### src/rtl/tile_layer_mixer.sv
// Multi-layer tile pixel pipeline. Each layer has a 16-dot shift register with tile load,
// flip and fine scroll. A two-stage registered mixer then picks the topmost opaque layer.
module tile_layer_mixer #(
    parameter int LAYERS          = 3,
    parameter int PIXEL_WIDTH     = 4,
    parameter int PALETTE_WIDTH   = 8,
    parameter int TRANSPARENT_PEN = 0,
    localparam int IDXW           = (LAYERS > 1) ? $clog2(LAYERS) : 1,
    localparam int DOT_WIDTH      = PALETTE_WIDTH + PIXEL_WIDTH
) (
    input  logic                              clk,
    input  logic                              reset_n,
    input  logic                              ce_pixel,
    input  logic                              flush,
    input  logic [LAYERS-1:0]                 load,
    input  logic [LAYERS*8*PIXEL_WIDTH-1:0]   gfx_in,
    input  logic [LAYERS*PALETTE_WIDTH-1:0]   palette_in,
    input  logic [LAYERS-1:0]                 flip_x,
    input  logic [LAYERS*3-1:0]               fine_x,
    input  logic [LAYERS-1:0]                 layer_en,
    input  logic [LAYERS*IDXW-1:0]            prio_order,
    input  logic [DOT_WIDTH-1:0]              backdrop,
    output logic [DOT_WIDTH-1:0]              dot_out,
    output logic [IDXW-1:0]                   layer_out,
    output logic                              opaque_out
);

    localparam int NSEL = 1 << IDXW;
    localparam logic [PIXEL_WIDTH-1:0] C_TPEN = PIXEL_WIDTH'(TRANSPARENT_PEN);

    logic [DOT_WIDTH-1:0] r_ent     [LAYERS][16];
    logic [DOT_WIDTH-1:0] w_tile    [LAYERS][8];
    logic [DOT_WIDTH-1:0] w_raw     [LAYERS];
    logic [DOT_WIDTH-1:0] r_dot_a   [LAYERS];
    logic [LAYERS-1:0]    r_op_a;
    logic [NSEL-1:0]      w_op_sel;
    logic                 w_found;
    logic [IDXW-1:0]      w_win;
    logic [DOT_WIDTH-1:0] w_win_dot;

    // Tile dots as they land in e[7:0], with the flip applied
    always_comb begin
        for (int i = 0; i < LAYERS; i++) begin
            for (int j = 0; j < 8; j++) begin
                w_tile[i][j] = {palette_in[i*PALETTE_WIDTH +: PALETTE_WIDTH],
                                gfx_in[i*8*PIXEL_WIDTH + (flip_x[i] ? 7 - j : j)*PIXEL_WIDTH +: PIXEL_WIDTH]};
            end
        end
    end

    // Dot shift registers: shift every pixel, load overwrites the low half, flush clears all
    always_ff @(posedge clk or negedge reset_n) begin
        if (!reset_n) begin
            for (int i = 0; i < LAYERS; i++) begin
                for (int k = 0; k < 16; k++) begin
                    r_ent[i][k] <= '0;
                end
            end
        end else if (ce_pixel) begin
            for (int i = 0; i < LAYERS; i++) begin
                r_ent[i][0] <= (!flush && load[i]) ? w_tile[i][0] : '0;
                for (int k = 1; k < 8; k++) begin
                    r_ent[i][k] <= flush ? '0 : (load[i] ? w_tile[i][k] : r_ent[i][k-1]);
                end
                for (int k = 8; k < 16; k++) begin
                    r_ent[i][k] <= flush ? '0 : r_ent[i][k-1];
                end
            end
        end
    end

    // Fine-scroll tap: each fine_x step reads one entry earlier in the chain
    always_comb begin
        for (int i = 0; i < LAYERS; i++) begin
            w_raw[i] = r_ent[i][4'd15 - {1'b0, fine_x[i*3 +: 3]}];
        end
    end

    // Stage A: capture tapped dot and its opacity
    always_ff @(posedge clk or negedge reset_n) begin
        if (!reset_n) begin
            for (int i = 0; i < LAYERS; i++) begin
                r_dot_a[i] <= '0;
            end
            r_op_a <= '0;
        end else if (ce_pixel) begin
            for (int i = 0; i < LAYERS; i++) begin
                r_dot_a[i] <= w_raw[i];
                r_op_a[i]  <= layer_en[i] & (w_raw[i][PIXEL_WIDTH-1:0] != C_TPEN);
            end
        end
    end

    // Priority scan; out-of-range field values index zero-padded opacity bits and never win
    always_comb begin
        w_op_sel  = NSEL'(r_op_a);
        w_found   = 1'b0;
        w_win     = '0;
        for (int k = 0; k < LAYERS; k++) begin
            if (!w_found && w_op_sel[prio_order[k*IDXW +: IDXW]]) begin
                w_found = 1'b1;
                w_win   = prio_order[k*IDXW +: IDXW];
            end else begin
                w_win   = w_win;
            end
        end
        w_win_dot = '0;
        for (int i = 0; i < LAYERS; i++) begin
            w_win_dot = (w_win == IDXW'(i)) ? r_dot_a[i] : w_win_dot;
        end
    end

    // Stage B: registered mixer output
    always_ff @(posedge clk or negedge reset_n) begin
        if (!reset_n) begin
            dot_out    <= '0;
            layer_out  <= '0;
            opaque_out <= 1'b0;
        end else if (ce_pixel) begin
            if (w_found) begin
                dot_out    <= w_win_dot;
                layer_out  <= w_win;
                opaque_out <= 1'b1;
            end else begin
                dot_out    <= backdrop;
                layer_out  <= '0;
                opaque_out <= 1'b0;
            end
        end
    end

endmodule

### config.mk
export PLATFORM = sky130hd
export DESIGN_NAME = tile_layer_mixer
export DESIGN_NICKNAME = d
export VERILOG_FILES = /design/src/rtl/tile_layer_mixer.sv
export SDC_FILE = /design/constraint.sdc
export NUM_CORES = 1
export LEC_CHECK = 0
export ABC_AREA = 1
export BUFFER_PORTS_ARGS = -buffer_cell sky130_fd_sc_hd__buf_2
export CAP_MARGIN = 20
export CORE_UTILIZATION = 34
export CTS_BUF_LIST = sky130_fd_sc_hd__clkbuf_4 sky130_fd_sc_hd__clkbuf_8
export DETAILED_ROUTE_END_ITERATION = 10
export SYNTH_ARGS = -nofsm -noshare
export SYNTH_HDL_FRONTEND = slang
export SYNTH_SLANG_ARGS = --single-unit
### constraint.sdc
create_clock -name clk -period 1.8 [get_ports clk]
set_input_delay 0.36 -clock clk [delete_from_list [all_inputs] [get_ports clk]]
set_output_delay 0.36 -clock clk [all_outputs]
set_load 0.01 [all_outputs]
==> impl_metrics.env, run 1 <==
export IMPL_finalSetupTns_ps=0
export IMPL_synthFlopType="dfrtp_1"
export IMPL_drt_initial_drc_count=1498
export IMPL_die_height_um=286
export IMPL_io_buffers=174
export IMPL_pwr_share_clk_pct=40.2
export IMPL_cts_root_buf="clkbuf_8"
export IMPL_crit_type="reg -> reg"
export IMPL_core_area_um2=79500
export IMPL_p_total_mw=32.2
export IMPL_utilization_pct=42.1
export IMPL_cp_arrival_ps=2310
export IMPL_clk_latency_ps=690
export IMPL_worst_slew_pin_slew_ps=921
export IMPL_grt_pass1_vias=21300
export IMPL_fin_ws_ps=70.0
export IMPL_setup_viol=0
export IMPL_critPathMaxFanout=6
export IMPL_outcome="complete, no violations"
export IMPL_finalHoldViolations=0
export IMPL_yosys_register_bits=630
export IMPL_drive_above_1_share_pct=15.5
export IMPL_cp_required_ps=2380
export IMPL_rsz0062_at_grt="yes"
export IMPL_die_w_um=286
export IMPL_p_per_area_nw_per_um2=960
export IMPL_min_period_ps=1730
export IMPL_post_route_period_util_pct=96.1
export IMPL_via_per_inst=4.97
export IMPL_fmax_mhz=578
export IMPL_synthToLayoutAreaGrowth_pct=22.0
export IMPL_synth_cells=2928
export IMPL_p_int_mw=23.8
export IMPL_seq_area_frac_synth_pct=57.4
export IMPL_async_flop_share_pct=100
export IMPL_cts_inserted_buffers=101
export IMPL_synth_edff_count=0
export IMPL_regArea_um2=15800
export IMPL_worstPathCellList="nand2_1 > nand2_1 > nand3_2 > buf_4 > nand2_2 > nor2_4 > buf_12 > clkinvlp_4 > o21ai_1 > inv_1 > nand2_1 > nand2_1"
export IMPL_swShare_pct=25.9
export IMPL_antenna_left=0
export IMPL_drv_cap=0
export IMPL_cts_sinks=630
export IMPL_wire_per_inst_um=15.8
export IMPL_row_count=103
export IMPL_synth_cell_types=29
export IMPL_grt_pass1_wl_mm=114
export IMPL_detailed_place_hpwl_mm=44.2
export IMPL_htreeDepth=3
export IMPL_first_pass_iters=6
export IMPL_power_frac_comb_pct=12.0
export IMPL_crit_path_start_kind="flop"
export IMPL_slew_violations=0
export IMPL_hold_path_depth=5
export IMPL_layout_nets=3392
export IMPL_wl_mm=69.0
export IMPL_crit_path_top_delay_cell="dfrtp_1"
export IMPL_place_ws_ps=-66.4
export IMPL_multi_input_area_um2=8840
export IMPL_ys_warn_count=0
export IMPL_track_usage_pct=17.0
export IMPL_p_leak_nw=15.4
export IMPL_grt_overflow=0
export IMPL_syn_area_um2=27500
export IMPL_finClkSkew_ps=21.1
export IMPL_start_util_pct=34.6
export IMPL_clk_pin_slew_ps=60
export IMPL_vias=21700
export IMPL_fillers=7733
export IMPL_syn_area_per_cell_um2=9.38
export IMPL_cts_tree="done"
export IMPL_end_kind="flop"
export IMPL_power_frac_seq_pct=47.7
export IMPL_antenna_found_initial=9
export IMPL_slowest_delay_ps=420
export IMPL_die_area_um2=81900
export IMPL_grt_max_degree=172
export IMPL_rr_worst_depth=12
export IMPL_drc=0
export IMPL_maxSlewHeadroom_pct=38.5
export IMPL_power_switching_mw=8.35
export IMPL_synth_nets=3088
export IMPL_clock_path_buffers=3
export IMPL_gp_congestion=0.817
export IMPL_hold_path_class="in -> reg"
export IMPL_peakVddDrop_v=0.000438
export IMPL_critical_path_most_common_cell="nand2_1"
export IMPL_pin_count=175
[power by group through the flow]
stage | Combinational, mW | Sequential [mW] | Clock (mW)
3_5_place_dp | 3.62 | 15.6 | 0
3_3_place_gp | 3.58 | 15.6 | 0
4_1_cts | 3.84 | 15.4 | 13.3
6_report | 3.88 | 15.4 | 12.9
5_1_grt | 4.34 | 15.4 | 14.0
2_1_floorplan | 2.06 | 15.5 | 0
[routing by layer]
metal  wire length (µm)  GRT usage (%)  up-vias  part of all wire [%]
li1                   -              -    10600                     -
met1              34000           25.0    10500                    49
met2              30400           25.4      438                    44
met3               3200           3.11      100                   4.6
met4               1250           5.03       14                   1.8
met5                 91              0        -                  0.13
[critical path: cells and delay by family, from the launching register on]
kind	cells	cell delay [ps]
AOI/OAI and AO/OA	1	180
buffers and inverters	4	470
DFF	1	420
and+or+nand+nor	7	540
[layout make-up]
| class | count | share of cell area, % |
|---|---|---|
| sequential | 630 | 47.1 |
| multi-input combinational | 1557 | 26.4 |
| timing repair buffer | 411 | 10.2 |
| clock buffer | 165 | 5.99 |
| inverter | 530 | 5.99 |
| tap | 1050 | 3.92 |
| clock inverter | 17 | 0.456 |
| timing repair inverter | 1 | 0.0224 |
| antenna | 2 | 0.0149 |
[registers in the layout, summed over array words and instances, names as in the netlist]
register    cells
dot_out        12
r_dot_a        36
layer_out       2
r_ent         576
r_op_a          3
opaque_out      1
[final timing paths]
kind	start	endpoint	slack, ps
max reg2reg	r_op_a[2]$_DFFE_PN0P_	dot_out[6]$_DFFE_PN0P_	70
max	r_op_a[2]$_DFFE_PN0P_	dot_out[6]$_DFFE_PN0P_	70
max in group asynchronous	reset_n	r_ent[363]$_DFFE_PN0P_	770
min reg2reg	dot_out[10]$_DFFE_PN0P_	dot_out[10]$_DFFE_PN0P_	480
min	backdrop[1]	dot_out[1]$_DFFE_PN0P_	30
min in group asynchronous	reset_n	r_dot_a[13]$_DFFE_PN0P_	240
[what timing repair did]
| item | CTS | global route |
|---|---|---|
| endpoints found under the hold margin | 418 | 0 |
| resized for setup | 0 | 22 |
| hold buffers | 109 | 0 |
| endpoints found under the setup margin | 0 | 12 |
| setup buffers | 0 | 2 |
[stage by stage]
step	cell area, µm²	instances	hold WS, ps
global route	33500	4362	29.7
CTS	33400	4358	0.377
finish	33500	4363	30.9
global placement	30200	4067	323
detailed placement	30200	4067	325
floorplan	27500	2928	64.4
[cell usage in the layout (no fill, tap or decap), types with 6 or more instances in the layout]
cell and n:
a21oi_1 155, a22oi_1 41, buf_12 36, buf_2 172, buf_4 90, clkbuf_4 42
clkbuf_8 123, clkinv_2 9, clkinvlp_4 6, dfrtp_1 630, dlygate4sd3_1 109, inv_1 521
inv_2 6, mux2i_1 61, nand2_1 391, nand3_1 120, nor2_1 11, nor2_4 7
o211ai_1 18, o21a_1 9, o21ai_0 270, o21ai_1 18, o221ai_1 175, o22ai_1 261
[Yosys cell counts (2+ instances only)]
library cell  number  area share [%]
inv_1            523             7.1
o21ai_1           13            0.24
mux2i_1           61             2.2
buf_2             67             1.2
buf_4              7            0.19
buf_1              9            0.12
o21a_1             9            0.25
inv_2              6           0.082
clkbuf_2           3           0.055
a31oi_1            4           0.091
nand3_1          123             2.2
clkbuf_1         124             1.7
nor2_4             7            0.29
o22ai_1          261             5.9
nand2_1          394             5.4
o211ai_1          18            0.49
nand4_1            2           0.046
dfrtp_1          630              57
o221ai_1         175             5.6
a22oi_1           41             1.1
o21ai_0          276             5.0
nor2_1            13            0.18
a21oi_1          156             2.8
[logic make-up after synthesis]
logic type,count (synthesis),share of synthesized area [%]
and+or+nand+nor,542,8.21
buffers and inverters,741,10.6
DFF,630,57.4
AOI/OAI and AO/OA,954,21.6
muxes,61,2.22
No activity file was read; power rests on OpenSTA's default activity.
==> run 2: changes to the inputs <==
--- a/config.mk
+++ b/config.mk
@@ -7,7 +7,8 @@
 export LEC_CHECK = 0
 export ABC_AREA = 1
 export BUFFER_PORTS_ARGS = -buffer_cell sky130_fd_sc_hd__buf_2
-export CAP_MARGIN = 20
+export CAP_MARGIN = 25
+export CORE_ASPECT_RATIO = 2
 export CORE_UTILIZATION = 34
 export CTS_BUF_LIST = sky130_fd_sc_hd__clkbuf_4 sky130_fd_sc_hd__clkbuf_8
 export DETAILED_ROUTE_END_ITERATION = 10
==> impl_metrics.env, run 2 (same netlist as run 1, synthesis figures left out) <==
export IMPL_outcome="complete, no violations"
export IMPL_layout_commonest_cell="dfrtp_1"
export IMPL_drive_above_1_share_pct=15.7
export IMPL_via_per_inst=5.08
export IMPL_drt_initial_drc_count=1360
export IMPL_finClkSkew_ps=34.3
export IMPL_synthToLayoutAreaGrowth_pct=23.6
export IMPL_pin_count=175
export IMPL_die_w_um=203
export IMPL_wire_per_inst_um=16.1
export IMPL_vias=22200
export IMPL_hold_path_depth=3
export IMPL_p_leak_nw=15.6
export IMPL_core_area_um2=80200
export IMPL_cts_sinks=630
export IMPL_crit_path_start_kind="flop"
export IMPL_cp_depth=13
export IMPL_cts_root_buf="clkbuf_8"
export IMPL_grt_pass1_vias=22700
export IMPL_grt_pass1_wl_mm=117
export IMPL_grt_max_degree=85
export IMPL_place_ws_ps=-248
export IMPL_io_buffers=174
export IMPL_worstPathCellList="buf_6 > nand2_4 > nand2_4 > a21oi_4 > nand3b_1 > buf_4 > nand3_4 > buf_12 > nor2_4 > nand2_1 > nand3_2 > nand2_1 > nand2_1"
export IMPL_gp_congestion=0.831
export IMPL_hold_path_class="in -> reg"
export IMPL_detailed_place_hpwl_mm=45.7
export IMPL_crit_path_top_delay_cell="dfrtp_1"
export IMPL_rr_worst_depth=13
export IMPL_die_area_um2=82000
export IMPL_cp_required_ps=2390
export IMPL_cp_num_buf_inv=3
export IMPL_rsz0062_at_grt="yes"
export IMPL_cts_tree="done"
export IMPL_fillers=8013
export IMPL_wl_mm=70.7
export IMPL_clock_path_buffers=3
export IMPL_post_route_period_util_pct=98.8
export IMPL_drv_cap=0
export IMPL_peakVddDrop_v=0.000662
export IMPL_end_kind="flop"
export IMPL_utilization_pct=42.4
export IMPL_cp_arrival_ps=2370
export IMPL_track_usage_pct=17.6
export IMPL_regArea_um2=15800
export IMPL_drc=0
export IMPL_mostFrequentLayoutCells="dfrtp_1 (630), inv_1 (521), nand2_1 (386)"
export IMPL_setup_viol=0
export IMPL_critical_path_most_common_cell="nand2_1"
export IMPL_finalHoldViolations=0
export IMPL_cts_inserted_buffers=89
export IMPL_multi_input_area_um2=8970
export IMPL_clk_pin_slew_ps=70
export IMPL_antenna_left=0
export IMPL_crit_family="simple AND/OR/NAND/NOR gates"
export IMPL_grt_overflow=0
export IMPL_min_period_ps=1780
export IMPL_fin_ws_ps=21.2
export IMPL_slowest_delay_ps=390
export IMPL_die_height_um=404
export IMPL_clk_latency_ps=720
export IMPL_first_pass_iters=5
export IMPL_whs_ps=68.5
export IMPL_critPathMaxFanout=7
export IMPL_largest_register="r_ent"
export IMPL_layout_nets=3439
export IMPL_crit_type="reg -> reg"
export IMPL_fmax_mhz=562
export IMPL_antenna_found_initial=1
export IMPL_p_per_area_nw_per_um2=918
export IMPL_row_count=147
export IMPL_top_regs="r_ent: 576 flops, r_dot_a: 36 flops, dot_out: 12 flops"
export IMPL_largest_reg_flops=576
export IMPL_htreeDepth=3
export IMPL_maxSlewHeadroom_pct=70.3
export IMPL_worst_slew_pin_slew_ps=446
export IMPL_slew_violations=0
export IMPL_start_util_pct=34.3
[run 2: cell type report]
class,count,area share [%]
tap,1043,3.84
clock inverter,15,0.435
sequential,630,46.4
timing repair buffer,470,12.0
multi-input combinational,1557,26.4
clock buffer,135,4.94
timing repair inverter,1,0.0221
inverter,530,5.91
antenna,1,0.00737
[run 2: timing repair]
| item | CTS | global route |
|---|---|---|
| gates cloned | 2 | 0 |
| resized for setup | 27 | 33 |
| endpoints found under the setup margin | 12 | 13 |
| hold buffers | 151 | 0 |
| endpoints found under the hold margin | 540 | 0 |
| buffers inserted | 3 | 2 |
| pin swaps | 9 | 17 |
[run 2: per-layer routing]
metal	global-route usage, %	part of all wire [%]	vias to the layer above
met3	2.86	4.4	113
met1	22.1	43	10900
met4	6.70	2.9	0
li1	-	-	10700
met2	30.1	50	529
met5	0	0	-
[run 2: report_power, final]
part	internal [mW]	switching [mW]	leakage (nW)
sequential	15.0	0.419	8.53
clock	6.21	5.48	0.967
combinational	1.69	2.40	6.09
total	22.9	8.30	15.6
[run 2: path summary, 6_finish.rpt]
| kind | startpoint | to | slack [ps] |
|---|---|---|---|
| max | r_op_a[1]$_DFFE_PN0P_ | dot_out[11]$_DFFE_PN0P_ | 20 |
| min reg2reg | r_ent[515]$_DFFE_PN0P_ | r_ent[503]$_DFFE_PN0P_ | 480 |
| min in group asynchronous | reset_n | r_ent[493]$_DFFE_PN0P_ | 190 |
| max reg2reg | r_op_a[1]$_DFFE_PN0P_ | dot_out[11]$_DFFE_PN0P_ | 20 |
| max in group asynchronous | reset_n | r_ent[292]$_DFFE_PN0P_ | 840 |
| min | palette_in[22] | r_ent[166]$_DFFE_PN0P_ | 70 |
[run 2: through the flow]
step	cells	setup TNS, ps	instance area [µm²]	total power, mW
4_1_cts	4379	0	33800	31.6
5_1_grt	4382	-557	34000	32.7
3_3_place_gp	4073	-2180	30300	19.2
6_report	4382	0	34000	31.2
2_1_floorplan	2928	0	27500	17.6
3_5_place_dp	4073	-2370	30300	19.3
[run 2: worst min-delay path: stages]
cell and delay, ps:
buf_2 90, nand2_1 150, o221ai_1 110
